===== src/rtl/memory_stream_reader.sv =====
// memory_stream_reader: save-port word memory streamed out over valid/ready
module memory_stream_reader #(
   parameter int DATA_W = 8,
   parameter int ADDR_W = 3
) (
   input  logic              clk,
   input  logic              rst,
   input  logic              save,
   input  logic [ADDR_W-1:0] save_addr,
   input  logic [DATA_W-1:0] save_value,
   input  logic              rd_start,
   input  logic [ADDR_W-1:0] rd_addr,
   input  logic [ADDR_W:0]   rd_len,
   input  logic              out_ready,
   output logic              out_valid,
   output logic [DATA_W-1:0] out_data,
   output logic              out_last,
   output logic              busy
);
   localparam int DEPTH = 1 << ADDR_W;
   typedef enum logic {IDLE, STREAM} state_t;
   state_t state, state_n;
   logic [DATA_W-1:0] mem [DEPTH];
   logic [ADDR_W-1:0] ptr, ptr_n, fa;
   logic [ADDR_W:0]   rem, rem_n;
   logic [DATA_W-1:0] fetched, data_n;
   logic              load;
   // rem counts words still to present after the current one
   always_comb begin
      fa      = state == IDLE ? rd_addr : ptr;
      fetched = save && save_addr == fa ? save_value : mem[fa];
      load    = state == IDLE ? rd_start && rd_len != '0 : out_ready && rem != '0;
      state_n = state == IDLE ? (load ? STREAM : IDLE) : (out_ready && rem == '0 ? IDLE : STREAM);
      ptr_n   = load ? fa + 1'b1 : ptr;
      rem_n   = !load ? rem : state == IDLE ? rd_len - 1'b1 : rem - 1'b1;
      data_n  = load ? fetched : out_data;
   end
   always_ff @(posedge clk) begin
      if (rst) begin
         for (int i = 0; i < DEPTH; i++) mem[i] <= '0;
         state    <= IDLE;
         ptr      <= '0;
         rem      <= '0;
         out_data <= '0;
      end else begin
         if (save) mem[save_addr] <= save_value;
         state    <= state_n;
         ptr      <= ptr_n;
         rem      <= rem_n;
         out_data <= data_n;
      end
   end
   assign busy      = state == STREAM;
   assign out_valid = busy;
   assign out_last  = busy && rem == '0;
endmodule


===== config.mk =====
export PLATFORM = sky130hd
export DESIGN_NAME = memory_stream_reader
export DESIGN_NICKNAME = d
export VERILOG_FILES = /design/src/rtl/memory_stream_reader.sv
export SDC_FILE = /design/constraint.sdc
export NUM_CORES = 1
export LEC_CHECK = 0
export CORE_UTILIZATION = 37
export CTS_CLUSTER_SIZE = 10
export DETAILED_ROUTE_END_ITERATION = 16
export PLACE_DENSITY = 0.61
export SYNTH_ARGS = -nofsm -noshare
export SYNTH_HDL_FRONTEND = slang
export SYNTH_SLANG_ARGS = --single-unit
export TNS_END_PERCENT = 20

===== constraint.sdc =====
create_clock -name clk -period 1.93 [get_ports clk]
set_input_delay 0.386 -clock clk [delete_from_list [all_inputs] [get_ports clk]]
set_output_delay 0.386 -clock clk [all_outputs]
set_load 0.02 [all_outputs]

==> results of run 1 <==
[layout by cell type, fill, tap and decap left out, drive strengths merged, types with 2 or more instances in the layout]
| cell | n |
|---|---|
| a21oi | 21 |
| a22oi | 7 |
| a31oi | 14 |
| and2 | 66 |
| buf | 40 |
| bufinv | 2 |
| clkbuf | 12 |
| clkdlybuf4s50 | 30 |
| clkinv | 3 |
| dfxtp | 16 |
| dlygate4sd2 | 3 |
| edfxtp | 64 |
| ha | 2 |
| inv | 10 |
| mux2i | 7 |
| nand2 | 27 |
| nand2b | 20 |
| nand4 | 2 |
| nor2 | 70 |
| nor2b | 11 |
| nor3 | 3 |
| o21ai | 19 |
| o221ai | 16 |
| o22a | 9 |
| o31ai | 7 |
| or2 | 9 |
| xor2 | 3 |
[through the flow]
step,TNS [ns],instances
3_5_place_dp,-22.06,631
3_3_place_gp,-21.74,631
6_report,0,648
2_1_floorplan,0,437
5_1_grt,0,648
4_1_cts,0,647
[path summary, 6_finish.rpt]
check | from | to | slack, ns | cells past startpoint
hold reg to reg | rem[3] | rem[3] | 0.48 | 2
hold / removal | rem[3] | rem[3] | 0.48 | 2
setup / recovery | rst | mem[0][6] | 0.08 | 5
setup reg to reg | busy | out_data[0] | 0.13 | 6
[area by class of cell]
class / count / area, sq um / share of cell area (%)
inverters: 10 / 40.0 / 0.732
clock inverters: 5 / 81.3 / 1.49
flip-flops and latches: 80 / 2240 / 41.0
multi-input cells: 325 / 1990 / 36.4
well taps: 143 / 179 / 3.27
clock buffers: 11 / 233 / 4.26
repair buffers: 74 / 702 / 12.8
[synthesized netlist by cell type]
cell        n
a211oi_1    1
a21o_1      1
a21oi_1    21
a22oi_1     7
a2bb2oi_1   1
a311oi_2    1
a31oi_1    14
a32oi_1     1
and2_1     66
and2b_1     1
buf_2       9
buf_4       1
buf_6       3
clkbuf_1    9
dfxtp_1    16
edfxtp_1   64
ha_1        2
inv_1       9
inv_4       1
mux2i_1     5
mux2i_4     2
nand2_1    27
nand2b_1   20
nand3b_1    1
nand4_1     1
nand4_4     1
nand4b_1    1
nor2_1     70
nor2b_1    11
nor3_1      3
nor4_1      1
o21ai_0    18
o21ai_1     1
o21bai_1    1
o221ai_1   16
o22a_1      9
o31ai_1     5
o31ai_2     2
or2_1       1
or2_2       8
or4_1       1
xnor2_2     1
xor2_1      2
xor2_2      1
[per-layer routing]
layer  GRT usage, %  share of wire, %
met2           30.2                46
met3           4.39               6.3
met1           24.4                44
met5              0                 0
met4           8.89               3.5
[logic make-up after synthesis]
logic type                 share of synthesized area, %
and+or+nand+nor                                    25.4
DFF                                                51.5
adders and majority gates                         0.574
xor gates and xnor gates                           1.15
buffers and inverters                              3.68
muxes                                              2.18
AOI/OAI and AO/OA                                  15.5
[registers in the layout, summed over array words and instances, names as in the netlist]
| register | count |
|---|---|
| mem | 64 |
| rem | 4 |
| ptr | 3 |
| out_data | 8 |
| busy | 1 |
[power by group]
part	total [mW]	switching (mW)	internal, mW	leakage (nW)
combinational	0.966	0.533	0.432	1.12
sequential	2.06	0.0682	1.99	0.745
clock	1.80	0.663	1.13	0.151
total	4.82	1.26	3.56	2.02
[worst max-delay path: cells and delay by family]
family | cells | cell delay (ns)
simple gates | 4 | 1.04
buf+inv | 1 | 0.44
[repair_timing]
item,CTS,global route
endpoints found under the setup margin,3,1
cloned,0,1
pin swaps,0,2
resized for setup,4,4
==> metrics.md, run 1 <==
| Metric | Value |
|---|---|
| Nets@finish | `525` |
| Final Hold Vio Count | `0` |
| Worst skew pair latency | `~0.34 ns` |
| Pre-CTS WS | `-0.269 ns` |
| Port Buf Inserts | `33` |
| Starting Density | `38.0%` |
| Routed WL | `about 11,000 um` |
| Fmax | `around 540 MHz` |
| Cells along the critical path | `clkdlybuf4s50_1 -> and2b_1 -> nand2b_1 -> nor3_1 -> or2_2` |
| Std cell rows | `39` |
| Area growth syn-to-layout | `25.5%` |
| LEAKAGE | `about 2 nW` |
| Slew HR | `between 60 and 70%` |
| CP max-delay cell | `clkdlybuf4s50_1` |
| Worst Hold Class | `reg -> reg` |
| CTS tree | `yes` |
| Yosys reg bits | `80` |
| Crit-path max cell delay | `0.44 ns` |
| DP HPWL | `~8000 um` |
| TritonCTS Sinks | `80` |
| RSZ-0062 raised after global routing | `false` |
| Die Wd | `approximately 110 um` |
| Synthesized area | `0.00436 sq mm` |
| Hold_ws | `0.478 ns` |
| Max-cap violations | `0` |
| Top-Level Pins | `34` |
| Endpoint class of the critical path | `flop` |
| Req. time, crit path | `approximately 2.0 ns` |
| DR iter-0 viols | `212` |
| Final Cycle Share | `a little over nine tenths` |
| Tmin final | `1.85 ns` |
| Final ANT Viol Nets | `0` |
| GPL Wtd Cong | `between 0.8 and 0.9` |
| Largest net degree at the start of global routing | `31` |
| Via count | `3,441` |
| Status | `complete, no violations` |
| Startpoint Class | `primary input` |
| Fin area | `0.00547 sq mm` |
| PnR worst setup slack | `0.0798 ns` |
| DRC | `0` |
| Largest area contributor in the netlist | `edfxtp_1` |
| CP Class | `in -> reg` |
| Crit path max fanout | `8` |
| Die Area | `~0.012 sq mm` |
| Fillers | `about 1,000` |
| Root Buffer | `clkbuf_16` |
| Final Slew Violations | `0` |
| Worst path arrival time | `1.88 ns` |
| First-pass GRT wire length | `17,500 um` |
| Htree depth | `3` |
| Layout cells sized above 1 | `15.0%` |
| Final setup vio count | `0` |
| Final core utilization | `between 40% and 50%` |
| CTS hold repair buffers | `0` |
| ANT cells | `0` |
| Syn Area/Cell | `approximately 10 sq um` |
| Overall power | `just under 5 mW` |
| Power Density | `881 mW/mm^2` |
| Synth Instances | `roughly 440` |
| GRT Residual Overflow | `0` |
| Post-CTS setup buffers | `0` |
| WL per Instance | `~18 um` |
| Number of vias per cell | `between 5 and 6` |
| Top cell type's share of synthesized area | `about 44%` |
| Vias in the first global route | `between 3,000 and 4,000` |
| First drt pass iteration count | `5` |
| Net Count, Synth | `between 400 and 500` |
| Cts bufs inserted | `9` |
| Worst slew pin tran | `around 0.54 ns` |
| Clk_skew | `around 0.009 ns` |
| Post-placement cell area | `between 0.005 and 0.006 sq mm` |
| Initial antenna violation count | `0` |
| Top cells by area, synth | `edfxtp_1 44%, and2_1 9.5%, dfxtp_1 7.4%, nor2_1 6.0%, o221ai_1 3.2%` |
| GRT Overall Usage | `19.0%` |
| CTS clk-pin slew, worst paths | `0.06 ns` |
| Peak supply drop | `between 0.0003 and 0.0004 V` |
| Netlist cell types | `44` |
| Sequential share of the synthesized area | `51.5%` |
| Die Span Y | `~110 um` |
| Core area | `0.0115 sq mm` |
| Yosys warning count | `0` |
| Clock Path Buffers | `2` |
No activity file was read; power rests on OpenSTA's default activity.
==> run 2: changes to the inputs <==
==> constraint.sdc (replaced) <==
create_clock -name clk -period 2.4 [get_ports clk]
set_input_delay 0.48 -clock clk [delete_from_list [all_inputs] [get_ports clk]]
set_output_delay 0.48 -clock clk [all_outputs]
set_load 0.02 [all_outputs]
==> run 2 against run 1 <==
  * Design area is 4.4% lower
  * Clock-buffer cell count down 1
  * Register-to-register slack improved by 0.35 ns
  * Clock power decreased by 26%
  * Worst setup slack improved by 0.077 ns
  * Cell count is 3.5% lower
  * Wire length shrank 0.88%
  * First-iteration DRC count rose by 52%
  * Die area unchanged
  * Hold slack improved by 0.0024 ns
==> metrics.md, run 2 (synthesized netlist as in run 1, its figures left out) <==
| Metric | Value |
|---|---|
| Status | `complete, no violations` |
| Final Cycle Share | `93.5%` |
| Max-cap violations | `0 (unchanged)` |
| ANT cells | `0 (unchanged)` |
| Port Buf Inserts | `33 (unchanged)` |
| Crit-path max cell delay | `0.60 ns (+0.16 ns)` |
| Commonest non-fill, non-tap cell in the layout | `nor2_1` |
| Die Span Y | `111 um (unchanged)` |
| Nets@finish | `503 (-4.2%)` |
| Final setup vio count | `0 (unchanged)` |
| CTS hold repair buffers | `0 (unchanged)` |
| GRT Residual Overflow | `0 (unchanged)` |
| CP Class | `reg -> out` |
| Std cell rows | `39 (unchanged)` |
| Largest net degree at the start of global routing | `31 (unchanged)` |
| Endpoint class of the critical path | `primary output` |
| Starting Density | `38.0% (unchanged)` |
| DP HPWL | `8020 um (-1.8%)` |
| WL per Instance | `18.2 um (+2.8%)` |
| RSZ-0062 raised after global routing | `false` |
| Fmax | `between 400 and 500 MHz` |
| Slew HR | `56.7% (-7.3 points)` |
| GPL Wtd Cong | `0.870 (+1.2%)` |
| Cts bufs inserted | `9 (unchanged)` |
| Worst Hold Class | `reg -> reg` |
| Post-Place Cells | `610 (-3.3%)` |
| Worst path arrival time | `1.76 ns (-0.12 ns)` |
| Post-route setup TNS | `0 ns (unchanged)` |
| Post-CTS Resized | `0 (-4)` |
| Worst slew pin tran | `0.649 ns (+0.111 ns)` |
| Die Area | `0.0122 sq mm (unchanged)` |
| Vias in the first global route | `3,273 (+0.52%)` |
| First drt pass iteration count | `6 (+1)` |
| DR iter-0 viols | `323 (+52%)` |
| Pre-CTS WS | `0.114 ns (+0.384 ns)` |
| Biggest regs | `mem x64, out_data x8, rem x4` |
| Core area | `0.0115 sq mm (unchanged)` |
| Non-Filler Instances | `625 (-3.5%)` |
| TritonCTS Sinks | `80 (unchanged)` |
| GRT Overall Usage | `19.2% (+0.19 points)` |
| First-pass GRT wire length | `18,000 um (+2.6%)` |
| Number of vias per cell | `5.37 (+1.1%)` |
| LEAKAGE | `1.87 nW (-7.4%)` |
| Crit path max fanout | `2 (-6)` |
| Post-CTS setup buffers | `0 (unchanged)` |
| Routed WL | `11,400 um (-0.88%)` |
| CTS tree | `yes` |
| Req. time, crit path | `1.92 ns (-0.04 ns)` |
| Via count | `3,356 (-2.5%)` |
| Area growth syn-to-layout | `20.0%` |
| Startpoint Class | `flop` |
| Htree depth | `3 (unchanged)` |
| Fillers | `1,059 (+1.7%)` |
| PnR worst setup slack | `0.156 ns (+0.0766 ns)` |
| Top-Level Pins | `34 (unchanged)` |
| Initial antenna violation count | `0 (unchanged)` |
| Final Slew Violations | `0 (unchanged)` |
| Clock Path Buffers | `2 (unchanged)` |
| Die Wd | `111 um (unchanged)` |
| Clk_skew | `0.00420 ns (-0.00498 ns)` |
| CP max-delay cell | `clkdlybuf4s50_1` |
| Worst skew pair latency | `0.33 ns (about the same)` |
| Power Density | `708 mW/mm^2 (-20%)` |
| Root Buffer | `clkbuf_16` |
| Max reg flops | `64 (unchanged)` |
| Final ANT Viol Nets | `0 (unchanged)` |
| Most frequent cells in the layout | `70 x nor2_1, 66 x and2_1, 64 x edfxtp_1` |
| Peak supply drop | `0.000387 V (+4.3%)` |
| Tmin final | `~2.2 ns` |
| CTS clk-pin slew, worst paths | `0.06 ns (about the same)` |
| DRC | `0 (unchanged)` |
| Hold_ws | `0.480 ns (+0.00237 ns)` |
| Final Hold Vio Count | `0 (unchanged)` |
| Cells along the critical path | `nor4_2 -> and2_1 -> clkdlybuf4s50_1` |
| Largest Register | `mem` |
| Layout cells sized above 1 | `11.0% (-4.1 points)` |
==> run 2: power by group <==
part | switching, mW | internal, mW
logic | 0.400 | 0.299
clock network | 0.531 | 0.800
registers | 0.0691 | 1.60
total | 1.00 | 2.70
==> run 2: per-stage QoR <==
step                      area, sq um  util [%]  power (mW)
after global placement           4930      43.0        2.37
final                            5230      45.6        3.70
after detailed placement         4930      43.0        2.39
after floorplan                  4360         -        2.11
after CTS                        5220      45.5        3.71
after global routing             5230      45.6        3.86
==> run 2: worst max-delay path: cells and delay by family, from the launching register on <==
| kind | cells | cell delay, ns |
|---|---|---|
| simple gates | 2 | 0.52 |
| flops | 1 | 0.32 |
| buf+inv | 1 | 0.60 |
==> run 2: metal layers <==
metal / vias up / track usage, % / share of wire [%]
li1: 1636 / - / -
met3: 18 / 4.39 / 6.8
met4: 0 / 8.62 / 2.9
met5: - / 0 / 0
met1: 1570 / 25.9 / 45
met2: 132 / 29.3 / 45
==> run 2: worst paths after layout <==
| check | depth (start not counted) | start | slack, ns | endpoint |
|---|---|---|---|---|
| worst max-delay path | 3 | rem[3] | 0.16 | out_last |
| worst min-delay path | 2 | rem[3] | 0.48 | rem[3] |
| worst max register to register | 5 | busy | 0.48 | out_data[7] |
| worst min register to register | 2 | rem[3] | 0.48 | rem[3] |
==> run 2: layout make-up <==
cell class | count | area (sq um) | share of cell area, %
sequential | 80 | 2240 | 42.9
multi-input combinational | 325 | 1970 | 37.6
clock buffer | 10 | 229 | 4.38
tap | 143 | 179 | 3.42
timing repair buffer | 52 | 510 | 9.77
inverter | 10 | 40.0 | 0.766
clock inverter | 5 | 58.8 | 1.12
==> run 3: changes to the inputs <==
--- a/config.mk
+++ b/config.mk
@@ -9,6 +9,7 @@
 export CTS_CLUSTER_SIZE = 10
 export DETAILED_ROUTE_END_ITERATION = 16
 export PLACE_DENSITY = 0.61
+export SLEW_MARGIN = 20
 export SYNTH_ARGS = -nofsm -noshare
 export SYNTH_HDL_FRONTEND = slang
 export SYNTH_SLANG_ARGS = --single-unit
==> results of run 3 <==
No change in the layout: final DEF, timing and power equal those of run 2.
